[config.mk]
export PLATFORM = sky130hd
export DESIGN_NAME = jtag_debug_decoder
export DESIGN_NICKNAME = d
export VERILOG_FILES = /design/src/rtl/jtag_debug_pkg.sv /design/src/rtl/jtag_debug_shiftreg.sv /design/src/rtl/jtag_debug_decoder.sv
export SDC_FILE = /design/constraint.sdc
export NUM_CORES = 1
export LEC_CHECK = 0
export CAP_MARGIN = 20
export CORE_UTILIZATION = 52
export DETAILED_ROUTE_END_ITERATION = 10
export GPL_ROUTABILITY_DRIVEN = 0
export GPL_TIMING_DRIVEN = 0
export HOLD_SLACK_MARGIN = 0.02
export PLACE_DENSITY = 0.8
export REMOVE_ABC_BUFFERS = 1
export SETUP_SLACK_MARGIN = 0.3
export SLEW_MARGIN = 20
export SYNTH_ARGS = -nofsm -noshare
export SYNTH_HDL_FRONTEND = slang
export SYNTH_SLANG_ARGS = --single-unit
export TNS_END_PERCENT = 20
[constraint.sdc]
create_clock -name jtck -period 2.6 [get_ports jtck]
set_input_delay 0.65 -clock jtck [delete_from_list [all_inputs] [get_ports jtck]]
set_output_delay 0.65 -clock jtck [all_outputs]
set_load 0.1 [all_outputs]
[src/rtl/jtag_debug_pkg.sv]
// Shared definitions for the JTAG debug command decoder: opcodes, FSM
// encoding and status-bit positions within reg_addr_d.
package jtag_debug_pkg;

    localparam logic [2:0] OP_NOP       = 3'd0;
    localparam logic [2:0] OP_READ_MEM  = 3'd1;
    localparam logic [2:0] OP_WRITE_MEM = 3'd2;
    localparam logic [2:0] OP_READ_SEQ  = 3'd3;
    localparam logic [2:0] OP_WRITE_SEQ = 3'd4;
    localparam logic [2:0] OP_BREAK     = 3'd5;
    localparam logic [2:0] OP_RESET     = 3'd6;
    localparam logic [2:0] OP_UART_TX   = 3'd7;

    typedef enum logic [2:0] {
        ST_IDLE  = 3'd0,
        ST_ADDR  = 3'd1,
        ST_DATA  = 3'd2,
        ST_ISSUE = 3'd3,
        ST_WAIT  = 3'd4
    } state_t;

    localparam int STAT_BUSY = 0;
    localparam int STAT_RESP = 1;
    localparam int STAT_OVR  = 2;

    // Operations that return a data byte and therefore wait for rsp_valid.
    function automatic logic op_is_read(input logic [2:0] op);
        return (op == OP_READ_MEM) || (op == OP_READ_SEQ);
    endfunction

endpackage

[src/rtl/jtag_debug_shiftreg.sv]
// MSB-first address assembler: shifts one byte per strobe and flags the
// final byte of an ADDR_W-bit address.
module jtag_debug_shiftreg #(
    parameter int ADDR_W = 32
) (
    input  logic              clk,
    input  logic              rst_n,
    input  logic              clear,
    input  logic              shift,
    input  logic [7:0]        byte_in,
    output logic [ADDR_W-1:0] addr,
    output logic [ADDR_W-1:0] addr_nxt,
    output logic              last
);

    localparam int NBYTES = ADDR_W / 8;
    localparam int CNT_W  = (NBYTES > 1) ? $clog2(NBYTES) : 1;

    logic [CNT_W-1:0] cnt;

    // Value the address takes once the byte on byte_in is shifted in; lets
    // the caller capture a complete address on the final strobe's edge.
    assign addr_nxt = (addr << 8) | ADDR_W'(byte_in);
    assign last     = (cnt == CNT_W'(NBYTES - 1));

    always_ff @(posedge clk or negedge rst_n) begin
        if (!rst_n) begin
            addr <= '0;
            cnt  <= '0;
        end else if (clear) begin
            addr <= '0;
            cnt  <= '0;
        end else if (shift) begin
            addr <= addr_nxt;
            cnt  <= last ? '0 : cnt + CNT_W'(1);
        end
    end

endmodule

[src/rtl/jtag_debug_decoder.sv]
// JTAG debug channel command decoder: assembles multi-byte commands from the
// 8-bit register stream and issues them over a valid/ready port.
module jtag_debug_decoder
    import jtag_debug_pkg::*;
#(
    parameter int ADDR_W = 32
) (
    input  logic              jtck,
    input  logic              jrstn,
    input  logic              reg_update,
    input  logic [7:0]        reg_q,
    input  logic [2:0]        reg_addr_q,
    output logic [7:0]        reg_d,
    output logic [2:0]        reg_addr_d,
    output logic              cmd_valid,
    input  logic              cmd_ready,
    output logic [2:0]        cmd_op,
    output logic [ADDR_W-1:0] cmd_addr,
    output logic [7:0]        cmd_data,
    input  logic              rsp_valid,
    input  logic [7:0]        rsp_data
);

    state_t            state, state_nxt;
    logic [2:0]        op_q;
    logic [ADDR_W-1:0] ptr_q;
    logic [7:0]        data_q;
    logic [7:0]        reg_d_q;
    logic              resp_q;
    logic              ovr_q;

    logic              cmd_byte;
    logic              cmd_legal;
    logic [2:0]        opc;
    logic              sr_shift;
    logic              sr_last;
    logic [ADDR_W-1:0] sr_addr;
    logic [ADDR_W-1:0] sr_addr_nxt;
    logic              drop_byte;

    assign cmd_byte  = reg_update && (state == ST_IDLE) && (reg_addr_q == 3'd0);
    assign cmd_legal = cmd_byte && !reg_q[3];
    assign opc       = reg_q[2:0];
    assign sr_shift  = reg_update && (state == ST_ADDR);
    assign drop_byte = reg_update && ((state == ST_ISSUE) || (state == ST_WAIT));

    jtag_debug_shiftreg #(
        .ADDR_W (ADDR_W)
    ) u_shiftreg (
        .clk      (jtck),
        .rst_n    (jrstn),
        .clear    (cmd_legal),
        .shift    (sr_shift),
        .byte_in  (reg_q),
        .addr     (sr_addr),
        .addr_nxt (sr_addr_nxt),
        .last     (sr_last)
    );

    always_ff @(posedge jtck or negedge jrstn) begin
        if (!jrstn) state <= ST_IDLE;
        else        state <= state_nxt;
    end

    always_comb begin
        state_nxt = state;
        case (state)
            ST_IDLE: begin
                if (cmd_legal) begin
                    case (opc)
                        OP_NOP:                     state_nxt = ST_IDLE;
                        OP_READ_MEM, OP_WRITE_MEM:  state_nxt = ST_ADDR;
                        OP_WRITE_SEQ, OP_UART_TX:   state_nxt = ST_DATA;
                        default:                    state_nxt = ST_ISSUE;
                    endcase
                end
            end
            ST_ADDR: begin
                if (reg_update && sr_last)
                    state_nxt = (op_q == OP_WRITE_MEM) ? ST_DATA : ST_ISSUE;
            end
            ST_DATA: begin
                if (reg_update) state_nxt = ST_ISSUE;
            end
            ST_ISSUE: begin
                if (cmd_ready) state_nxt = op_is_read(op_q) ? ST_WAIT : ST_IDLE;
            end
            ST_WAIT: begin
                if (rsp_valid) state_nxt = ST_IDLE;
            end
            default: state_nxt = ST_IDLE;
        endcase
    end

    // The pointer doubles as the issued address: it is updated on the edge
    // that enters ISSUE (or DATA) and held untouched while ISSUE waits.
    always_ff @(posedge jtck or negedge jrstn) begin
        if (!jrstn) begin
            op_q    <= OP_NOP;
            ptr_q   <= '0;
            data_q  <= '0;
            reg_d_q <= '0;
            resp_q  <= 1'b0;
            ovr_q   <= 1'b0;
        end else begin
            if (cmd_legal) begin
                resp_q <= 1'b0;
                if (opc == OP_NOP) ovr_q <= 1'b0;
                else               op_q  <= opc;
                if (opc == OP_READ_SEQ) ptr_q <= ptr_q + ADDR_W'(1);
            end
            if (cmd_byte && !cmd_legal) ovr_q <= 1'b1;
            if (drop_byte)              ovr_q <= 1'b1;
            if (sr_shift && sr_last)    ptr_q <= sr_addr_nxt;
            if (reg_update && (state == ST_DATA)) begin
                data_q <= reg_q;
                if (op_q == OP_WRITE_SEQ) ptr_q <= ptr_q + ADDR_W'(1);
            end
            if ((state == ST_WAIT) && rsp_valid) begin
                reg_d_q <= rsp_data;
                resp_q  <= 1'b1;
            end
        end
    end

    assign cmd_valid  = (state == ST_ISSUE);
    assign cmd_op     = op_q;
    assign cmd_addr   = ptr_q;
    assign cmd_data   = data_q;
    assign reg_d      = reg_d_q;

    always_comb begin
        reg_addr_d            = '0;
        reg_addr_d[STAT_BUSY] = (state != ST_IDLE);
        reg_addr_d[STAT_RESP] = resp_q;
        reg_addr_d[STAT_OVR]  = ovr_q;
    end

endmodule

# Word level (Yosys, flattened, before mapping)
# Cells that the tools add are included.
[classes] addsub=2 mul=0 n_div=0 n_lt_le_gt_ge=0 eq_ne=19 n_shift=0 mux=25 bitwise=2 reduce_logical=27
[ops] operator="$mux 32" n=5
[ops] operator="$mux 24" n=2
[ops] operator="$add 32x1->32 const B" n=1
[ops] operator="$or 32x8->32" n=1
[ops] operator="$eq 3x2->1 const B" n=6
[ops] operator="$mux 3" n=6
[ops] operator="$pmux 3 s5" n=1
[ops] operator="$eq 3x3->1 const B" n=4
[ops] operator="$logic_and 1x1->1" n=10
[ops] operator="$eq 3x1->1 const B" n=3
[ops] operator="$logic_not 3->1" n=3
[ops] operator="$reduce_bool 3->1" n=3
[ops] operator="$mux 1" n=7
[ops] operator="$mux 2" n=3
[ops] operator="$ne 2x2->1 const B" n=3
[ops] operator="$pmux 2 s3" n=1
[ops] operator="$reduce_and 5->1" n=1
[ops] operator="$ne 2x1->1 const B" n=2
[ops] operator="$reduce_and 2->1" n=2
[ops] operator="$reduce_bool 2->1" n=2
[ops] operator="$reduce_or 2->1" n=2
[ops] operator="$add 2x1->2 const B" n=1
[ops] operator="$eq 2x2->1 const B" n=1
[ops] operator="$logic_not 1->1" n=2
[ops] operator="2 further kinds" n=3
[totals] reg_bits=82 latch_bits=0 ramBits=0 rom_bits=0 in_bits=24 output_inout_bits=55 word_cells=84 n_memories=0

# Longest topological paths before layout
# Gate-level depths: netlist of run 1.
[depth] depth_word=8 ltp_mapped=8 depth_no_buf=6

# Modules after synthesis
# Synthesis of run 1 repeated with hierarchy kept, for this count alone.
[hier_totals] cells_unflattened=483 area_unflattened_um2=4795.8
[modules_own_cells] mod="jtag_debug_decoder" instances=1 cells_each=340 area_each_um2=3135.5 seq_area_each_um2=1401.3
[modules_own_cells] mod="jtag_debug_shiftreg" instances=1 cells_each=143 area_each_um2=1660.3 seq_area_each_um2=850.8

# Worst setup path before layout of run 1
# OpenSTA, ideal clock, no wires.
[synth_timing] kind="reg2reg" start="register ptr_q[0], in the netlist cmd_addr[0]" end="register ptr_q[26], in the netlist cmd_addr[26]" setup_ns=0.131 t_arrival_ns=2.607 required_time_ns=2.469 slack_ns=-0.139 path_stages_with_launch=7 path_buffers=0 synth_period_minus_slack_ns=2.739 cell_sequence="dfrtp_1 ha_1 nand3_2 nor4_4 nand3_1 and3_1 or3_1"
[synth_via] elab_chain_cells=6
[synth_rtl] element="start, declared" line_no="jtag_debug_decoder.sv:26" rtl="logic [ADDR_W-1:0] ptr_q;"
[synth_rtl] element="start signal, assigned" line_no="jtag_debug_decoder.sv:110" rtl="if (opc == OP_READ_SEQ) ptr_q <= ptr_q + ADDR_W'(1);"
[synth_rtl] element="start signal, assigned" line_no="jtag_debug_decoder.sv:114" rtl="if (sr_shift && sr_last) ptr_q <= sr_addr_nxt;"
[synth_rtl] element="start signal, assigned" line_no="jtag_debug_decoder.sv:117" rtl="if (op_q == OP_WRITE_SEQ) ptr_q <= ptr_q + ADDR_W'(1);"
[synth_rtl] element="$add 32x1->32 *" line_no="jtag_debug_decoder.sv:110, jtag_debug_decoder.sv:117"
[synth_rtl] element="$mux 32" line_no="jtag_debug_decoder.sv:110"
[synth_rtl] element="$mux 32" line_no="jtag_debug_decoder.sv:106" rtl="if (cmd_legal) begin"
[synth_rtl] element="$mux 32" line_no="jtag_debug_decoder.sv:114"
[synth_rtl] element="$mux 32" line_no="jtag_debug_decoder.sv:117"
[synth_rtl] element="$mux 32 *" line_no="jtag_debug_decoder.sv:115" rtl="if (reg_update && (state == ST_DATA)) begin"
# Every way passes the cells marked *; elsewhere a longest branch is shown, timed or not.
# A chain may end at the register's enable or synchronous reset.

# Worst setup path after layout of run 1
[layout_timing] start="register data_q[1], in the netlist cmd_data[1]" end="output port cmd_data[1]"
[layout_lines] element="start, declared" line_no="jtag_debug_decoder.sv:27" rtl="logic [7:0] data_q;"
[layout_lines] element="start signal, assigned" line_no="jtag_debug_decoder.sv:116" rtl="data_q <= reg_q;"
[layout_lines] element="end, declared" line_no="jtag_debug_decoder.sv:19" rtl="output logic [7:0] cmd_data,"
# No word-level cell between the ends.

==> results by stage, run 1 <==
Synth:
- The combinational family with the most area after synthesis is simple AND/OR/NAND/NOR gates.
- The number of enable-type register cells in the synthesized netlist is 0.
- The share of synthesized area spent on multiplexers is 0.0238.
- The simple logic cell fraction of the synthesized area is 0.239.
- The synthesized netlist occupies a cell area of 0.00421 sq mm.
- The number of different library cells in the post-synthesis netlist is 56.
- A synthesized cell averages 9.32 sq um.
- The flip-flop and latch count after synthesis is 82.
- Counting every instance in the synthesized netlist gives 452.
- Of the total synthesized cell area, the portion taken by XOR and XNOR cells is 0.0291.
- The post-synthesis compound-gate area fraction is 0.179.
- The Yosys step of the flow raised 0 warnings.
- For this run, asynchronously set or reset flops after synthesis account for 1.00.
- Of the synthesized area, sequential elements account for 0.487.
- Among all flip-flop cells after synthesis, the most frequent one is sky130_fd_sc_hd__dfrtp_1.
- Of the total synthesized cell area, the portion taken by full adders, half adders and majority gates is 0.00594.

Global routing:
- Global routing finished with a remaining overflow of 0.
- met2 is the most crowded layer.
- In the global route stage, met2 resource usage came out at 0.461.
- The first global-routing pass estimated 19.4 mm of wire.
- The via count of the first global-routing pass came to 3842.
- The global routing usage on met1 is 0.397.
- The initial antenna violation count came to 0.
- The overall global routing resource usage is 0.293.
- The met3 usage in global routing is 0.0547.
- The pin count of the biggest net entering global routing is 57.

Setup path:
- The number of buffers and inverters on the critical path is 1.
- The worst reg2reg path startpoint is state[2].
- The maximum fanout along the worst path is 2.
- The critical path is of the flip-flop to primary output type.
- The critical path goes through clkdlybuf4s50_1.
- The data required time of the worst path is 1.95 ns.
- The worst register-to-register path ends at cmd_addr[13].
- For flop-to-flop paths, the worst setup slack is 0.27 ns.
- The worst register-to-register path has a depth of 6.
- The largest delay contributor family on the critical path is buffers and inverters.
- STA classifies the critical path startpoint as a flip-flop.
- Data arrives at the worst endpoint at 1.86 ns.
- On the worst path, the slowest cell contributes a delay of 1.13 ns.
- The nature of the critical path endpoint is a primary output.
- The slowest stage of the critical path is the sky130_fd_sc_hd__clkdlybuf4s50_1 cell.

Finish:
- The number of antenna cells inserted is 0.
- The most common cell after layout, fill and taps aside is sky130_fd_sc_hd__nand2_1.
- The multi-input combinational cells in the finished layout cover a total of 0.00209 sq mm.
- In the layout the commonest cells are sky130_fd_sc_hd__nand2_1, sky130_fd_sc_hd__dfrtp_1, sky130_fd_sc_hd__a21oi_1, sky130_fd_sc_hd__dlygate4sd2_1, sky130_fd_sc_hd__clkdlybuf4s50_1.
- From synthesis to final layout, the design area changed by 27.7%.
- The count of placed standard cells in the final layout, fillers left out is 629.
- The count of nets after finishing is 550.
- Fill cells in the final layout number 643.
- Registers take 0.00205 sq mm.
- In the final layout, the share of cells above drive strength 1 is 0.121.
- At the end of the flow the core is filled with cells to 0.693.

Detailed routing:
- For this run, design rule violations remaining after detail routing come to 0.
- Dividing the detail-routed wire length by the instance count gives 19.0 microns.
- The first detailed-routing pass ran for 5 iterations.
- The final layout contains routed wiring with a total length of 12.0 mm.
- The routed layout has 3940 vias.
- Using the TritonRoute via totals, the vias-per-cell ratio works out to 6.26.
- The count of nets left with antenna violations once routing finished came out at 0.
- The number of DRC violations after detailed-routing iteration 0 is 289.

Floorplanning:
- From left edge to right edge, the die measures 92.0 microns.
- The row count is 32.
- The total die area is 0.00846 sq mm.
- The area of the core region is 0.00777 sq mm.
- The height of the die is 92.0 microns.
- The count of boundary I/O pins is 79.
- The initial core utilization is 0.542.

STA:
- The relative slew slack is 0.329.
- Setup repair after global routing could not meet its margin everywhere.
- The top achievable clock speed is 398 MHz.
- The transition at the pin with the smallest max-transition slack is 1.01 ns.
- On the final layout, the worst clock skew is 0.0106 ns.
- The final cycle utilization of the critical path is 0.965.
- Setup violations remaining at the end of the flow were counted as 0.
- The number of slew-limit violations in the final report is 0.
- The clock period minus worst slack is 2.51 ns.
- The hold violation count in the final report came to 0.
- The minimum setup slack in the final design is 0.0897 ns.

Run:
- The max-cap check violation count is 0.

Placement:
- Buffers placed on the I/O ports in this run total 78.
- The detailed placer's ending HPWL is 7.63 mm.
- The number of placed instances, taps included, is 606.
- At the placement stage, the worst setup path has a slack of -1.36 ns.

Clocking:
- The clock latency on the worst-skew pair is 0.36 ns.
- Hold repair after CTS inserted 0 buffers.
- Clock tree synthesis found a total of 82 sinks.
- Clock tree synthesis inserted a total of 9 buffers.
- The clock-pin slew on the worst setup and hold paths is 0.09 ns.
- The level count of the clock H-tree is 3.
- In this run the clock root is driven by a sky130_fd_sc_hd__clkbuf_8.
- TritonCTS built the clock tree.
- The number of buffers between clock root and the deepest sink is 2.

Run status:
- The run finished with clean final reports.

Worst hold path:
- The worst min-delay path class is primary input to async pin.
flip-flops by register name, summed over array words and instances, names as in the netlist:
signal           count
reg_d                8
u_shiftreg.cnt       2
cmd_addr            32
cmd_op               3
resp_q               1
state                3
cmd_data             8
u_shiftreg.addr     24
ovr_q                1
cells by family (layout without fill, tap and decap cells):
group           after synthesis  count (layout)
simple gates                196             198
compound gates              115             115
flops                        82              82
buf+inv                      34             107
xor+xnor                     14              14
mux                           9               9
fa+ha+maj                     2               2
cell usage after synthesis (all sizes together), types with 2 or more instances:
master,instances,area [sq um]
or2,2,12.5
nand2b,3,18.8
nor4,6,82.6
mux2,8,90.1
clkbuf,17,63.8
and4,3,26.3
or4,3,22.5
o22ai,18,113
nand4,8,56.3
a22o,9,78.8
buf,11,65.1
and2,2,12.5
a22oi,16,120
nor2,21,81.3
or3,7,43.8
inv,6,22.5
dfrtp,82,2050
nand3b,3,22.5
ha,2,25.0
xor2,11,96.3
a211oi,2,15.0
xnor2,3,26.3
nand2,93,349
a21oi,35,175
o211ai,2,20.0
nor3,9,50.1
o21a,2,15.0
a31oi,2,12.5
and3,12,75.1
o21ai,15,75.1
nand3,20,115
o221a,2,22.5
metrics by stage:
stage / hold slack [ns] / area (sq um) / TNS [ns]
floorplan: 0.354 / 4080 / -51.67
global placement: 0.462 / 4990 / -350.15
detailed placement: 0.467 / 5050 / -36.92
CTS: 0.200 / 5320 / 0
global route: 0.221 / 5380 / 0
finish: 0.198 / 5380 / 0
layout make-up:
cell class                 instances  area share
tap                              102      0.0237
clock inverter                     5      0.0195
sequential                        82       0.382
inverter                           6     0.00419
multi-input combinational        338       0.388
clock buffer                       9      0.0230
timing repair buffer              87       0.160
repair_timing:
action / 4_1_cts / 5_1_grt
buffers inserted: 4 / 3
gates cloned: 1 / 1
endpoints found under the setup margin: 91 / 79
endpoints found under the hold margin: 0 / 0
pin swaps: 2 / 1
resized for setup: 56 / 12
metal layers:
| layer | up-vias | part of all wire |
|---|---|---|
| li1 | 1788 | - |
| met1 | 1964 | 0.42 |
| met2 | 166 | 0.49 |
| met3 | 22 | 0.064 |
| met4 | 0 | 0.021 |
| met5 | - | 0 |
worst max-delay path by stage:
| stage | from | end | slack (ns) | depth (start not counted) |
|---|---|---|---|---|
| 2_1_floorplan | reg_update | cmd_addr[21] | -1.68 | 5 |
| 3_3_place_gp | reg_update | cmd_addr[21] | -4.43 | 6 |
| 3_5_place_dp | reg_update | cmd_addr[24] | -1.36 | 7 |
| 4_1_cts | cmd_addr[4] | cmd_addr[4] | 0.03 | 1 |
| 5_1_grt | reg_d[3] | reg_d[3] | 0.06 | 1 |
| 6_report | cmd_data[1] | cmd_data[1] | 0.09 | 1 |
Power of run 1 is left out: the tool's default activity adds up to more than one toggle a clock period on the data nets, which glitch-free logic cannot reach.
==> run 2, diff against run 1 <==
--- a/config.mk
+++ b/config.mk
@@ -5,13 +5,15 @@
 export SDC_FILE = /design/constraint.sdc
 export NUM_CORES = 1
 export LEC_CHECK = 0
+export ABC_AREA = 1
 export CAP_MARGIN = 20
-export CORE_UTILIZATION = 52
+export CORE_ASPECT_RATIO = 1.1
+export CORE_UTILIZATION = 54
 export DETAILED_ROUTE_END_ITERATION = 10
 export GPL_ROUTABILITY_DRIVEN = 0
 export GPL_TIMING_DRIVEN = 0
 export HOLD_SLACK_MARGIN = 0.02
-export PLACE_DENSITY = 0.8
+export PLACE_DENSITY = 0.81
 export REMOVE_ABC_BUFFERS = 1
 export SETUP_SLACK_MARGIN = 0.3
 export SLEW_MARGIN = 20
==> run 2 against run 1 <==
  * Count of clock-buffer cells in the layout grew 5
  * Final area grew 10%
  * Global-route usage up 1.4 points
  * Critical path type unchanged
==> results by stage, run 2 <==
Clocking:
- The number of hold-repair buffers added at the cts stage is 0 (unchanged).
- The total clock buffers created by CTS came to 9 (unchanged).
- The level count of the clock H-tree is 3 (unchanged).
- TritonCTS built the clock tree.
- The number of buffers between clock root and the deepest sink came to 2 (unchanged).
- The number of sinks on the clock net came to 82 (unchanged).
- The tree is rooted in a sky130_fd_sc_hd__clkbuf_8.
- The clock-pin slew on the worst setup and hold paths is 0.09 ns (about the same).
- The clock latency on the worst-skew pair was 0.36 ns (about the same).

Setup path:
- The kind of critical path is flip-flop to primary output.
- The data required time of the worst path was 1.95 ns (about the same).
- The signal on the critical path passes through clkdlybuf4s50_1.
- The reg2reg setup slack is 0.44 ns (+0.17 ns).
- The master of the slowest instance on the critical path is sky130_fd_sc_hd__clkdlybuf4s50_1.
- The largest delay contributor family on the critical path is buffers and inverters.
- The worst setup path is captured at a primary output.
- The type of element launching the critical path is a flip-flop.
- The data arrival time at the worst-slack endpoint is 1.85 ns (about the same).
- The endpoint identified for the worst register-to-register timing path is u_shiftreg.addr[11].
- The sum of buffers and inverters on the critical path is 1 (unchanged).
- The cell count of the worst reg-to-reg path was 8 (+2).
- In this run the critical register-to-register path is launched from state[2].
- The longest individual stage delay on the worst path is 1.14 ns (about the same).
- The maximum fanout along the worst path came to 2 (unchanged).
- The cell depth of the worst setup path is 1 (unchanged).

STA:
- The transition at the pin with the smallest max-transition slack was 0.987 ns (-0.0233 ns).
- The setup violation total in the final timing report is 0 (unchanged).
- The hold violation count in the final report is 0 (unchanged).
- The final cycle utilization of the critical path came to 0.961 (-0.00496).
- The relative slew slack is 0.341 (+0.0118).
- The worst clock skew is 0.00912 ns (-0.00151 ns).
- The number of slew-limit violations in the final report is 0 (unchanged).
- The top achievable clock speed was 400 MHz (+0.52%).
- The clock period minus worst slack is 2.50 ns (-0.0129 ns).
- Setup repair after global routing could not meet its margin everywhere.

Power:
- Power spread over the standard cell area amounts to 1120 mW/mm^2.
- The analysis attributes to cell leakage a power of 0.00328 uW.
- The design draws 6640 uW.
- VDD sags by at most 1020 uV.

Placement:
- The placement-stage cell area is 0.00559 sq mm (+11%).
- The detailed placer's ending HPWL is 8.72 mm (+14%).
- The quantity of I/O buffers inserted on ports is 78 (unchanged).
- The placed instance count came to 805 (+33%).

Detailed routing:
- The wire length after detailed routing came to 13.4 mm (+12%).
- The number of vias per cell after detailed routing is 5.79 (-7.6%).
- The DRC violation count after routing is 0 (unchanged).
- The number of DRC violations after detailed-routing iteration 0 was 458 (+58%).
- The via count of the routed design is 4794 (+22%).
- The residual antenna-violating net count after detailed routing was 0 (unchanged).
- The detailed-router iteration count before antenna repair is 6 (+1).
- The routed wirelength normalized by instance count is 16.2 microns (-15%).

Synth:
- The largest total area in the synthesized netlist belongs to sky130_fd_sc_hd__dfrtp_1.
- The number of enable-type register cells in the synthesized netlist is 0 (unchanged).
- The proportion of netlist area held by the largest area contributor was 0.431 (-0.0561).
- The most numerous cell in the Yosys netlist is sky130_fd_sc_hd__nand2_1.
- The Yosys warning count is 0 (unchanged).
- The main flop type after synthesis is sky130_fd_sc_hd__dfrtp_1.
- The share of flip-flops with an asynchronous set or reset is 1.00 (unchanged).
- By area the synthesized netlist is led by sky130_fd_sc_hd__dfrtp_1, sky130_fd_sc_hd__nand2_1, sky130_fd_sc_hd__inv_1, sky130_fd_sc_hd__nor2_1, sky130_fd_sc_hd__nand3_1.
- The proportion of synthesized chip area in sequential cells is 0.431 (-0.0561).
- The post-synthesis cell area came to 0.00476 sq mm (+13%).
- The average footprint of a synthesized cell is 7.47 sq um (-20%).
- The number of different library cells in the post-synthesis netlist was 31 (-45%).
- The flip-flop and latch count after synthesis is 82 (unchanged).
- The cell count after synthesis is 637 (+41%).
- By count the netlist is led by sky130_fd_sc_hd__nand2_1, sky130_fd_sc_hd__dfrtp_1, sky130_fd_sc_hd__inv_1, sky130_fd_sc_hd__nor2_1, sky130_fd_sc_hd__nand3_1.

Run:
- The max-cap check violation count is 0 (unchanged).

Run status:
- The run finished with clean final reports.

Worst hold path:
- The min-delay analysis places its worst path in the category primary input to async pin.

Finish:
- The flip-flop count of the largest register, all copies and words added is 32 (unchanged).
- The share of final-layout standard cells stronger than drive strength 1 is 0.0907 (-0.0308).
- The count of placed standard cells in the final layout, fillers left out is 828 (+32%).
- The utilization after layout is 0.700 (+0.00742).
- The number of antenna cells inserted is 0 (unchanged).
- The final cell area excluding filler cells came to 0.00592 sq mm (+10%).
- Leaving out fill and tap cells, the most frequent cells in the layout are sky130_fd_sc_hd__nand2_1, sky130_fd_sc_hd__dfrtp_1, sky130_fd_sc_hd__inv_1, sky130_fd_sc_hd__nor2_1, sky130_fd_sc_hd__nand3_1.
- The library cell used most frequently in the layout, excluding fill and tap cells, is sky130_fd_sc_hd__nand2_1.
- The count of nets after finishing is 738 (+34%).
- The filler cell count in the final layout is 705 (+9.6%).
- The relative area change from synthesis to final layout is 24.3%.

Floorplanning:
- The initial core utilization is 0.563 (+0.0209).
- The area of the core region is 0.00845 sq mm (+8.8%).
- The count of boundary I/O pins was 79 (unchanged).
- The total die area came to 0.00919 sq mm (+8.6%).
- The die boundary width was 91.5 microns (-0.52%).
- The row count was 35 (+9.4%).
- The height of the die is 100 microns (+9.2%).

Global routing:
- The initial antenna violation count is 0 (unchanged).
- The wire length of the first global-routing pass is 22.0 mm (+13%).
- The final global-route overflow total came to 0 (unchanged).
- The pin count of the biggest net entering global routing is 45 (-21%).
- The overall global routing resource usage is 0.307 (+0.0136).
- The via count of the first global-routing pass is 4589 (+19%).
## run 2: cell types whose count changed after synthesis, moves of 10 or more
cell                       change
sky130_fd_sc_hd__nand2_1      +84
sky130_fd_sc_hd__inv_1        +69
sky130_fd_sc_hd__nor2_1       +34
sky130_fd_sc_hd__nand3_1      +21
sky130_fd_sc_hd__clkbuf_1     -15
sky130_fd_sc_hd__o22ai_1      -15
sky130_fd_sc_hd__o211ai_1     +14
sky130_fd_sc_hd__and3_1       -12
sky130_fd_sc_hd__inv_2        +12
sky130_fd_sc_hd__o21ai_1      +10
## run 2: how the worst max path moves through the flow
stage | to | slack (ns) | start
3_3_place_gp | state[2] | -2.11 | jrstn
5_1_grt | reg_d[0] | 0.07 | reg_d[0]
2_1_floorplan | cmd_addr[17] | -0.14 | state[0]
4_1_cts | cmd_addr[29] | 0.02 | cmd_addr[29]
3_5_place_dp | cmd_addr[21] | -1.10 | reg_update
6_report | reg_d[0] | 0.10 | reg_d[0]
## run 2: metrics by stage
stage	setup WS, ns	TNS (ns)	hold slack (ns)
floorplan	-0.136	-2.36	0.354
global placement	-2.11	-223.88	0.456
detailed placement	-1.10	-37.11	0.474
CTS	0.0198	0	0.280
global route	0.0696	0	0.306
finish	0.103	0	0.264
## run 2: kinds of logic (layout without fill, tap and decap cells)
family / count (synthesis) / count (layout) / synth area share
fa+ha+maj: 2 / 2 / 0.00526
buf+inv: 109 / 186 / 0.0928
compound gates: 112 / 112 / 0.141
simple gates: 309 / 312 / 0.284
mux: 8 / 8 / 0.0189
flops: 82 / 82 / 0.431
xor+xnor: 15 / 15 / 0.0276
## run 2: layout make-up
class	instances	area [sq um]	area share
inverters	87	332	0.0560
repair buffers	83	855	0.144
clock inverters	2	35.0	0.00592
flip-flops and latches	82	2050	0.347
clock buffers	14	163	0.0275
well taps	111	139	0.0235
multi-input cells	449	2340	0.396
## run 2: timing repair
item / CTS / global route
endpoints found under the hold margin: 0 / 0
gates cloned: 3 / 0
pin swaps: 2 / 0
resized for setup: 44 / 20
setup endpoints to repair: 113 / 104
buffers inserted: 4 / 0
## run 2: layer usage
metal  vias up  share of wire  global-route usage
met2       223           0.50               0.524
met4         0          0.031               0.144
li1       2229              -                   -
met5         -              0                   0
met3        38          0.070              0.0498
met1      2304           0.40               0.383
## run 2: power by group
group | switching [uW] | internal [uW] | total [uW]
registers | 444 | 1700 | 2140
logic | 2720 | 828 | 3550
clock network | 455 | 497 | 952
total | 3620 | 3030 | 6640
No activity file was read; power rests on OpenSTA's default activity.
==> run 3, diff against run 2 <==
--- a/config.mk
+++ b/config.mk
@@ -16,7 +16,6 @@
 export PLACE_DENSITY = 0.81
 export REMOVE_ABC_BUFFERS = 1
 export SETUP_SLACK_MARGIN = 0.3
-export SLEW_MARGIN = 20
 export SYNTH_ARGS = -nofsm -noshare
 export SYNTH_HDL_FRONTEND = slang
 export SYNTH_SLANG_ARGS = --single-unit
==> run 3 against run 2 <==
  * Clock power grew 11%
  * Combinational power barely moved
  * Final area grew 0.51%
  * Worst setup slack worse by 0.010 ns
  * Sequential power about the same
  * Core utilization up 0.36 points
  * Critical path depth unchanged
  * Non-clock buffer count increased by 1
  * Largest cell class unchanged
==> results by stage, run 3 (synthesis results as in run 2) <==
Global routing:
- The initial antenna violation count is 0 (unchanged).
- The overall global routing resource usage is 0.310 (+0.00318).
- The wire length of the first global-routing pass was 22.2 mm (+0.94%).
- The pin count of the biggest net entering global routing was 71 (+58%).
- The via count of the first global-routing pass was 4793 (+4.4%).
- The final global-route overflow total is 0 (unchanged).

Detailed routing:
- The detailed-router iteration count before antenna repair is 5 (-1).
- The routed wirelength normalized by instance count came to 16.3 microns (+0.75%).
- The DRC violation count after routing came to 0 (unchanged).
- The wire length after detailed routing is 13.5 mm (+0.63%).
- The residual antenna-violating net count after detailed routing is 0 (unchanged).
- The number of vias per cell after detailed routing was 5.77 (-0.40%).
- The via count of the routed design is 4769 (-0.52%).
- The number of DRC violations after detailed-routing iteration 0 is 500 (+9.2%).

Setup path:
- The data arrival time at the worst-slack endpoint is 1.86 ns (about the same).
- The sum of buffers and inverters on the critical path is 1 (unchanged).
- The cell family contributing the most delay on the critical path is buffers and inverters.
- STA classifies the critical path endpoint as a primary output.
- Walking the worst path, the cells encountered are clkdlybuf4s50_1.
- The type of element launching the critical path is a flip-flop.
- The maximum fanout along the worst path is 2 (unchanged).
- The kind of critical path is flip-flop to primary output.
- The data required time of the worst path came to 1.95 ns (about the same).
- The master of the slowest instance on the critical path is sky130_fd_sc_hd__clkdlybuf4s50_1.
- The longest individual stage delay on the worst path is 1.14 ns (about the same).

STA:
- The relative slew slack is 0.344 (+0.00278).
- The worst clock skew was 0.0125 ns (+0.00336 ns).
- The hold violation count in the final report is 0 (unchanged).
- The clock period minus worst slack was 2.51 ns (+0.0100 ns).
- Setup repair after global routing could not meet its margin everywhere.
- The setup violation total in the final timing report is 0 (unchanged).
- The worst slack on hold paths is 0.115 ns (-0.149 ns).
- The top achievable clock speed is 399 MHz (-0.40%).
- The transition at the pin with the smallest max-transition slack is 0.983 ns (-0.00416 ns).
- The final cycle utilization of the critical path is 0.964 (+0.00386).
- The number of slew-limit violations in the final report is 0 (unchanged).

Finish:
- Leaving out fill and tap cells, the most frequent cell in the layout is sky130_fd_sc_hd__nand2_1.
- The count of nets after finishing is 738 (unchanged).
- The count of placed standard cells in the final layout, fillers left out is 827 (-0.12%).
- The flip-flop count of the largest register, all copies and words added came to 32 (unchanged).
- The share of final-layout standard cells stronger than drive strength 1 is 0.0894 (-0.00127).
- The number of antenna cells inserted is 0 (unchanged).
- From synthesis to final layout, the design area changed by 24.9%.
- The filler cell count in the final layout is 675 (-4.3%).
- In the layout the commonest cells are sky130_fd_sc_hd__nand2_1, sky130_fd_sc_hd__dfrtp_1, sky130_fd_sc_hd__inv_1, sky130_fd_sc_hd__nor2_1, sky130_fd_sc_hd__nand3_1.

Power:
- The net switching share of the total power came to 0.538 (-0.00671).
- The power per standard cell area is 1130 mW/mm^2 (+0.88%).
- The leakage dissipation was 0.00333 uW (+1.3%).
- The clock network fraction of design power is 0.157 (+0.014).
- The highest ir drop seen on vdd is 897 uV (-12%).
- The switching power total was 3620 uW (+0.14%).
- The internal power contribution was 3110 uW (+2.9%).
- The sequential share of power came to 0.319 (-0.004).
- The share of power burned in combinational logic is 0.524 (-0.010).

Floorplanning:
- The count of boundary I/O pins is 79 (unchanged).
- The total die area is 0.00919 sq mm (unchanged).
- The die boundary width is 91.5 microns (unchanged).
- The initial core utilization came to 0.563 (unchanged).
- The height of the die was 100 microns (unchanged).
- The area of the core region is 0.00845 sq mm (unchanged).
- The row count is 35 (unchanged).

Clocking:
- The clock-pin slew on the worst setup and hold paths was 0.09 ns (about the same).
- The tree is rooted in a sky130_fd_sc_hd__clkbuf_8.
- The level count of the clock H-tree is 3 (unchanged).
- The clock latency on the worst-skew pair is 0.37 ns (about the same).
- The clock tree from TritonCTS is built.
- The number of hold-repair buffers added at the cts stage was 0 (unchanged).
- The number of sinks on the clock net is 82 (unchanged).
- The total clock buffers created by CTS is 9 (unchanged).
- The number of buffers between clock root and the deepest sink is 2 (unchanged).

Placement:
- The placed instance count is 806 (+0.12%).
- The quantity of I/O buffers inserted on ports is 78 (unchanged).
- The detailed placer's ending HPWL is 8.73 mm (+0.17%).

Run:
- The max-cap check violation count is 0 (unchanged).

Worst hold path:
- The worst min-delay path class is primary input to async pin.

Run status:
- The run finished with clean final reports.
-- run 3: layout make-up --
class	instances	area [sq um]	area share
multi-input combinational	448	2330	0.392
sequential	82	2050	0.345
timing repair buffer	84	880	0.148
inverter	87	329	0.0553
clock buffer	13	159	0.0267
tap	111	139	0.0234
clock inverter	2	60.1	0.0101
-- run 3: repair_timing --
| action | CTS | global route |
|---|---|---|
| setup buffers | 4 | 0 |
| cloned | 2 | 0 |
| pin swaps | 1 | 0 |
| endpoints found under the setup margin | 113 | 111 |
| resized for setup | 45 | 22 |
-- run 3: power groups by stage --
stage          registers [uW]  logic, uW  clock network, uW
2_1_floorplan            3620       1170                  0
3_3_place_gp             2130       3480                  0
3_5_place_dp             2150       3550                  0
4_1_cts                  2130       3530               1050
5_1_grt                  2200       3740               1100
6_report                 2150       3530               1060
-- run 3: per-stage QoR --
stage	setup slack [ns]	total power, uW	setup TNS [ns]	instance area [sq um]	util
floorplan	-0.136	4800	-2.36	4640	-
global placement	-2.11	5610	-223.88	5560	0.658
detailed placement	-0.974	5700	-32.09	5600	0.663
CTS	0.0192	6710	0	5890	0.697
global route	0.0607	7040	0	5950	0.704
finish	0.0926	6730	0	5950	0.704
-- run 3: worst paths after layout --
path / start / end / slack (ns) / cells after the start
max: cmd_data[3] / cmd_data[3] / 0.09 / 1
min: jrstn / cmd_addr[30] / 0.11 / 1
max reg2reg: state[2] / u_shiftreg.addr[9] / 0.53 / 8
min reg2reg: cmd_data[1] / cmd_data[1] / 0.48 / 2
max in group asynchronous: jrstn / cmd_data[1] / 1.88 / 2
min in group jtck: cmd_data[1] / cmd_data[1] / 0.48 / 2
-- run 3: metal layers --
metal  up-vias  track usage  share of wire
li1       2222            -              -
met1      2286        0.374           0.40
met2       216        0.534           0.50
met3        45       0.0649          0.065
met4         0        0.144          0.026
met5         -            0              0
